$ cat src/rtl/calc_pkg.sv
// Shared calculator definitions: phase encoding consumed by the display driver
// and ALU, plus the datapath width.
package calc_pkg;

  localparam int unsigned DATA_W = 32;

  typedef enum logic [1:0] {
    ST_SEL  = 2'b00,
    ST_IN_A = 2'b01,
    ST_IN_B = 2'b10,
    ST_RES  = 2'b11
  } phase_t;

endpackage

$ cat src/rtl/button_debouncer.sv
// Two-flop synchronizer, stable-sample debounce counter and rising-edge press
// detector for a raw, bouncy push-button.
module button_debouncer #(
  parameter int unsigned DEBOUNCE_CYCLES = 200000
) (
  input  logic clk,
  input  logic rst,
  input  logic btn,
  output logic level,
  output logic press
);

  localparam int unsigned CNT_W = $clog2(DEBOUNCE_CYCLES + 1);
  localparam logic [CNT_W-1:0] CNT_LAST = CNT_W'(DEBOUNCE_CYCLES - 1);

  logic             sync1;
  logic             sync2;
  logic             deb;
  logic             deb_d;
  logic [CNT_W-1:0] cnt;

  always_ff @(posedge clk) begin
    if (rst) begin
      sync1 <= 1'b0;
      sync2 <= 1'b0;
      deb   <= 1'b0;
      deb_d <= 1'b0;
      cnt   <= '0;
    end else begin
      sync1 <= btn;
      sync2 <= sync1;
      deb_d <= deb;
      // Any sample agreeing with the current level restarts the stability count.
      if (sync2 == deb) begin
        cnt <= '0;
      end else if (cnt == CNT_LAST) begin
        deb <= ~deb;
        cnt <= '0;
      end else begin
        cnt <= cnt + CNT_W'(1);
      end
    end
  end

  assign level = deb;
  assign press = deb & ~deb_d;

endmodule

$ cat src/rtl/input_collector.sv
// Calculator input front end: debounced confirm button steps SEL -> IN_A ->
// IN_B -> RES, latching mode and operands from the switches.
// Build option: define SIGN_EXT_EN to sign-extend operands (default zero-extend).
module input_collector
  import calc_pkg::*;
#(
  parameter int unsigned DEBOUNCE_CYCLES = 200000,
  parameter int unsigned SW_WIDTH        = 8
) (
  input  logic                clk,
  input  logic                rst,
  input  logic [SW_WIDTH-1:0] sw_i,
  input  logic                confirm_i,
  output logic [3:0]          mode_o,
  output logic [1:0]          state_o,
  output logic [DATA_W-1:0]   a_o,
  output logic [DATA_W-1:0]   b_o,
  output logic                done_o
);

  phase_t            state;
  logic              press;
  logic              confirm_level_unused;
  logic [DATA_W-1:0] sw_ext;

  button_debouncer #(
    .DEBOUNCE_CYCLES(DEBOUNCE_CYCLES)
  ) u_confirm (
    .clk  (clk),
    .rst  (rst),
    .btn  (confirm_i),
    .level(confirm_level_unused),
    .press(press)
  );

`ifdef SIGN_EXT_EN
  assign sw_ext = DATA_W'($signed(sw_i));
`else
  assign sw_ext = DATA_W'(sw_i);
`endif

  always_ff @(posedge clk) begin
    if (rst) begin
      state  <= ST_SEL;
      mode_o <= '0;
      a_o    <= '0;
      b_o    <= '0;
      done_o <= 1'b0;
    end else begin
      done_o <= 1'b0;
      if (press) begin
        case (state)
          ST_SEL: begin
            mode_o <= sw_i[3:0];
            state  <= ST_IN_A;
          end
          ST_IN_A: begin
            a_o   <= sw_ext;
            state <= ST_IN_B;
          end
          ST_IN_B: begin
            b_o    <= sw_ext;
            done_o <= 1'b1;
            state  <= ST_RES;
          end
          ST_RES: begin
            state <= ST_SEL;
          end
          default: begin
            state <= ST_SEL;
          end
        endcase
      end
    end
  end

  assign state_o = state;

endmodule

$ cat config.mk
export PLATFORM = sky130hd
export DESIGN_NAME = input_collector
export DESIGN_NICKNAME = d
export VERILOG_FILES = /design/src/rtl/calc_pkg.sv /design/src/rtl/button_debouncer.sv /design/src/rtl/input_collector.sv
export SDC_FILE = /design/constraint.sdc
export NUM_CORES = 1
export LEC_CHECK = 0
export BUFFER_PORTS_ARGS = -buffer_cell sky130_fd_sc_hd__buf_2
export CORE_MARGIN = 2
export CORE_UTILIZATION = 50
export DETAILED_ROUTE_END_ITERATION = 6
export GPL_ROUTABILITY_DRIVEN = 0
export PLACE_DENSITY = 0.87
export REMOVE_ABC_BUFFERS = 1
export SYNTH_ARGS = -nofsm -noshare
export SYNTH_HDL_FRONTEND = slang
export SYNTH_HIERARCHICAL = 1
export SYNTH_SLANG_ARGS = --single-unit
$ cat constraint.sdc
create_clock -name clk -period 1.5 [get_ports clk]
set_input_delay 0.075 -clock clk [delete_from_list [all_inputs] [get_ports clk]]
set_output_delay 0.075 -clock clk [all_outputs]
set_load 0.1 [all_outputs]
# After elaboration in Yosys (flattened, before gate mapping)
# Cells that the tools add are included.
# word_totals
register_bits	45
input_bits	11
output_inout_bits	71
word_cells	30
# op_classes
addsub	1
eq_ne	5
mux	2
bitwise	5
reduce_logical	7
# op_table
cell	count
18-bit by 1-bit adder with 18-bit output (second input constant)	1
18-bit == test (second input constant)	1
2-bit one-hot mux with 4 select lines	1
2-bit AND reduction	4
2-bit == test (second input constant)	2
1-bit NOT	4
3-bit OR reduction	1
2-bit by 1-bit == test with 1-bit output (second input constant)	1
2-bit logical NOT	1
2-bit OR reduction	1
1-bit bitwise AND	1
1-bit == test	1
1-bit two-way mux	1

# Longest topological paths before layout
# depth
word_depth	4
ltp_mapped	6
depth_no_buf	5

# Cells and area by module
# Netlist, hierarchy kept.
# modules_own_cells
module	instances	cells_each	area_per_inst_um2	seq_area_each_um2
input_collector	1	142	1353.8	460.4
button_debouncer	1	106	998.5	440.4

# Worst setup path after synthesis
# Ideal clock, no wire load.
# synth_timing
path_type	register to register
start	register state[1] (netlist: state_o[1])
end	register a_o[1]
setup_time_ps	121
arrival_time_ps	1773
required_ps	1379
path_slack_ps	-394
stages_incl_launch_ff	6
path_buffers	1
period_less_slack_ps	1894
path_cell_list	dfxtp_1 inv_1 ha_1 and2_4 buf_6 mux2i_1
# synth_between
elab_chain_cells	2
# synth_lines
item	line_no	source
from (decl)	input_collector.sv:21	phase_t state;
from (signal assigned)	input_collector.sv:44	state <= ST_SEL;
from (signal assigned)	input_collector.sv:55	state <= ST_IN_A;
from (signal assigned)	input_collector.sv:59	state <= ST_IN_B;
2-bit by 1-bit == test with 1-bit output	input_collector.sv:52	case (state)
2-bit AND reduction (no source line)	--	
to (signal assigned)	input_collector.sv:58	a_o <= sw_ext;
to (decl)	input_collector.sv:16	output logic [DATA_W-1:0] a_o,
# Every way passes these cells.
# A chain may end at the register's enable or synchronous reset.

# Worst setup path in the final report
# layout_timing
start	register u_confirm.cnt[6]
end	register u_confirm.cnt[1]
# layout_between
elab_chain_cells	2
# layout_lines
item	line_no	source
from (decl)	button_debouncer.sv:20	logic [CNT_W-1:0] cnt;
from (signal assigned)	button_debouncer.sv:40	cnt <= cnt + CNT_W'(1);
18-bit == test	button_debouncer.sv:36	end else if (cnt == CNT_LAST) begin
3-bit OR reduction (no source line)	--	
# Every way passes these cells.

==> out/results.txt <==
Status: finished, final reports clean
Ports: 82
WS Path Type: flip-flop to flip-flop
Distinct cells, synth: 35
Combinational share of power: 21.7%
Worst path depth: 4
Hold WC Path Type: input pin to flip-flop
Largest net degree at the start of global routing: 22
Min-delay src: sw_i[7]
Dpl hpwl: 3014 um
Delay of the slowest cell on the worst path: 380 ps
Synth Cell Area: 2352 um2
RSZ-0062 raised after global routing: yes
Final setup vio count: 0
Clock buffer depth: 2
Multi-input logic area: 1209 um2
Gr ovfl total: 0
Reg-to-Reg End: u_confirm/cnt[1]$_SDFF_PP0_
Final wirelength: 3922 um
Most used routing layer: met2
Antenna-violating nets left: 0
Layout fillers: 390
Sw frac: 35.68%
Final hold viol count: 0
Internal power: 1.730 mW
Sequential power share: 44.5%
Register bit total from synthesis: 45
CP Capture Type: flip-flop
Synth async-reset ratio: 0%
DRC violations left: 0
Commonest non-fill, non-tap cells in the layout: conb_1 (48), dfxtp_1 (44), buf_2 (33), nand2b_1 (29), nor2_1 (23)
Core Box Area: 4444 um2
Gr usage total: 15.28%
Most common cell after layout, fill and taps aside: conb_1
Yosys warning total: 6
TritonCTS Buffers: 5
FP Rows: 24
Area added between synthesis and finish: 9.362%
Crit-path max FO: 7
Initial core utilization: 52.93%
# Max-Cap Violations: 0
Clock power frac: 33.8%
Worst Hold Path Cells: 3
CTS sink count: 45
Clk slew on worst S/H paths: 90 ps
Reg2Reg Depth: 4
Minimum clock period: 1423 ps
Vias in the first global route: 1443
Cell Chain, Critical Path: and4bb_2, nand4_1, or2_1, and3_1
Diodes inserted: 0
GRT met3 Usage: 2.486%
Number of synthesized flops with an enable pin: 0
Die X: 72.59 um
Vias per cell: 4.649
Port-buffer cells: 33
Slew Viols, Final: 0
Register cell area after layout: 902.1 um2
Share of layout cells above drive strength 1: 21.16%
Pre-CTS WS: 53.91 ps
Maximum VDD drop: 0.5870 mV
Slack of the critical path: 76.59 ps
Leakage: 1.182 nW
Ys flop type: dfxtp_1
Crit path DAT: 1620 ps
Finished Core Util: 57.88%
R2R setup slack: 80 ps
Die Ht: 72.59 um
Final Cycle Share: 94.89%
Layout Nets: 308
Max Fclk: 702.5 MHz
First-pass GRT wire length: 6361 um
Wire per inst: 11.37 um
WP data required: 1700 ps
H-tree depth: 2
Die area: 5269 um2
Delay-heaviest family, CP: simple AND/OR/NAND/NOR gates
P_sw: 959.6 uW
Worst r2r src: u_confirm/cnt[6]$_SDFF_PP0_
DR pass1 iterations: 4
Post-CTS Setup Inserts: 0
Crit-path slowest cell: dfxtp_1
Initial antenna violation count: 0
Synthesized area per cell: 9.485 um2
Root Buffer Master: clkbuf_8
Clk Latency, worst-skew pair: 300 ps
Seq/Total Area, Yosys: 38.30%
PwrDens: 1045 nW/um2
Post-Syn Instances: 248
Clock skew: 7.835 ps
Vias post-DR: 1604
Initial DRC Count: 78
Grt met2 use: 25.45%
GR Util met1: 18.66%
Hold EP: a_o[7]$_SDFFE_PP0P_
CP Launch Type: flip-flop
CTS tree: built
Crit path buf inv count: 0
## registers in the layout (all words and copies together), names as in the netlist
name	count
b_o	8
u_confirm/cnt	18
state_o	2
mode_o	4
u_confirm/deb_d	1
a_o	8
u_confirm/sync2	1
u_confirm/sync1	1
done_o	1
u_confirm/level	1
## cells in the mapped netlist, types with 2 or more instances
library cell | instances | area share (%)
and2_1 | 2 | 0.53
and4_1 | 4 | 1.5
buf_4 | 49 | 16
buf_6 | 3 | 1.4
clkbuf_1 | 3 | 0.48
dfxtp_1 | 45 | 38
ha_1 | 5 | 2.7
inv_1 | 2 | 0.32
mux2i_1 | 21 | 8.9
nand2_1 | 4 | 0.64
nand2_2 | 2 | 0.53
nand2b_1 | 29 | 7.7
nand3_1 | 6 | 1.3
nand4_1 | 9 | 2.4
nor2_1 | 23 | 3.7
nor2b_1 | 4 | 1.1
nor3_1 | 3 | 0.64
nor4_1 | 2 | 0.53
o21ai_0 | 2 | 0.43
xnor2_1 | 6 | 2.2
xor2_1 | 10 | 3.7
## routing by layer
metal / vias up / wire length, um
li1: 808 / -
met1: 737 / 1713
met2: 52 / 1940
met3: 7 / 178
met4: 0 / 89
met5: - / 0
## worst min-delay path: cells and delay by family
kind | cells | cell delay [ps]
AND/OR/NAND/NOR | 1 | 80
multiplexers | 1 | 70
buffers and inverters | 1 | 100
## how the worst max path moves through the flow
| stage | to | slack [ps] | startpoint |
|---|---|---|---|
| after global routing | u_confirm/cnt[1]$_SDFF_PP0_ | 7 | u_confirm/cnt[6]$_SDFF_PP0_ |
| after CTS | u_confirm/cnt[1]$_SDFF_PP0_ | 40 | u_confirm/cnt[8]$_SDFF_PP0_ |
| final | u_confirm/cnt[1]$_SDFF_PP0_ | 80 | u_confirm/cnt[6]$_SDFF_PP0_ |
| after detailed placement | u_confirm/cnt[1]$_SDFF_PP0_ | 50 | u_confirm/cnt[8]$_SDFF_PP0_ |
| after floorplan | b_o[0]$_SDFFE_PP0P_ | -380 | state_o[0]$_SDFFE_PP0P_ |
| after global placement | u_confirm/cnt[1]$_SDFF_PP0_ | 100 | u_confirm/cnt[8]$_SDFF_PP0_ |
## power groups by stage
stage	Sequential (mW)	Clock, mW	Combinational [mW]
floorplan	1.23	0	0.546
global placement	1.23	0	0.578
detailed placement	1.23	0	0.579
CTS	1.20	0.933	0.580
global route	1.20	0.973	0.597
finish	1.20	0.909	0.583
## cells by family (layout without fill, tap and decap cells)
kind of cell / count (synthesis) / count (layout) / synth area share [%]
multiplexers: 21 / 21 / 8.936
AO/OA/AOI/OAI: 6 / 6 / 1.862
other: 1 / 48 / 0.1594
adder cells (fa/ha/maj): 5 / 5 / 2.660
buffers and inverters: 58 / 56 / 18.08
AND/OR/NAND/NOR: 96 / 96 / 24.04
XOR/XNOR: 16 / 16 / 5.957
flip-flops: 45 / 45 / 38.30
## through the flow
step / hold slack (ps) / cells / area [um2] / total power [mW] / setup TNS, ps
floorplan: 146.6 / 239 / 2111 / 1.772 / -7243
global route: 61.58 / 345 / 2572 / 2.769 / 0
detailed placement: 295.0 / 336 / 2444 / 1.805 / 0
CTS: 48.50 / 345 / 2565 / 2.711 / 0
finish: 52.65 / 345 / 2572 / 2.689 / 0
global placement: 294.2 / 336 / 2444 / 1.804 / 0
## final cells by class
cell class                      instances  share of cell area (%)
Inverter                                2                  0.2918
Clock inverter                          2                   1.508
Timing Repair Buffer                   46                   10.80
Tap cell                               52                   2.529
Multi-Input combinational cell        192                   46.98
Sequential cell                        45                   35.07
Clock buffer                            6                   2.821
## what timing repair did
| action | CTS | global route |
|---|---|---|
| hold endpoints to repair | 1 | 0 |
| resized for setup | 0 | 2 |
| endpoints found under the setup margin | 0 | 18 |
| hold buffers | 1 | 0 |
Power figures use the tool's default switching activity.
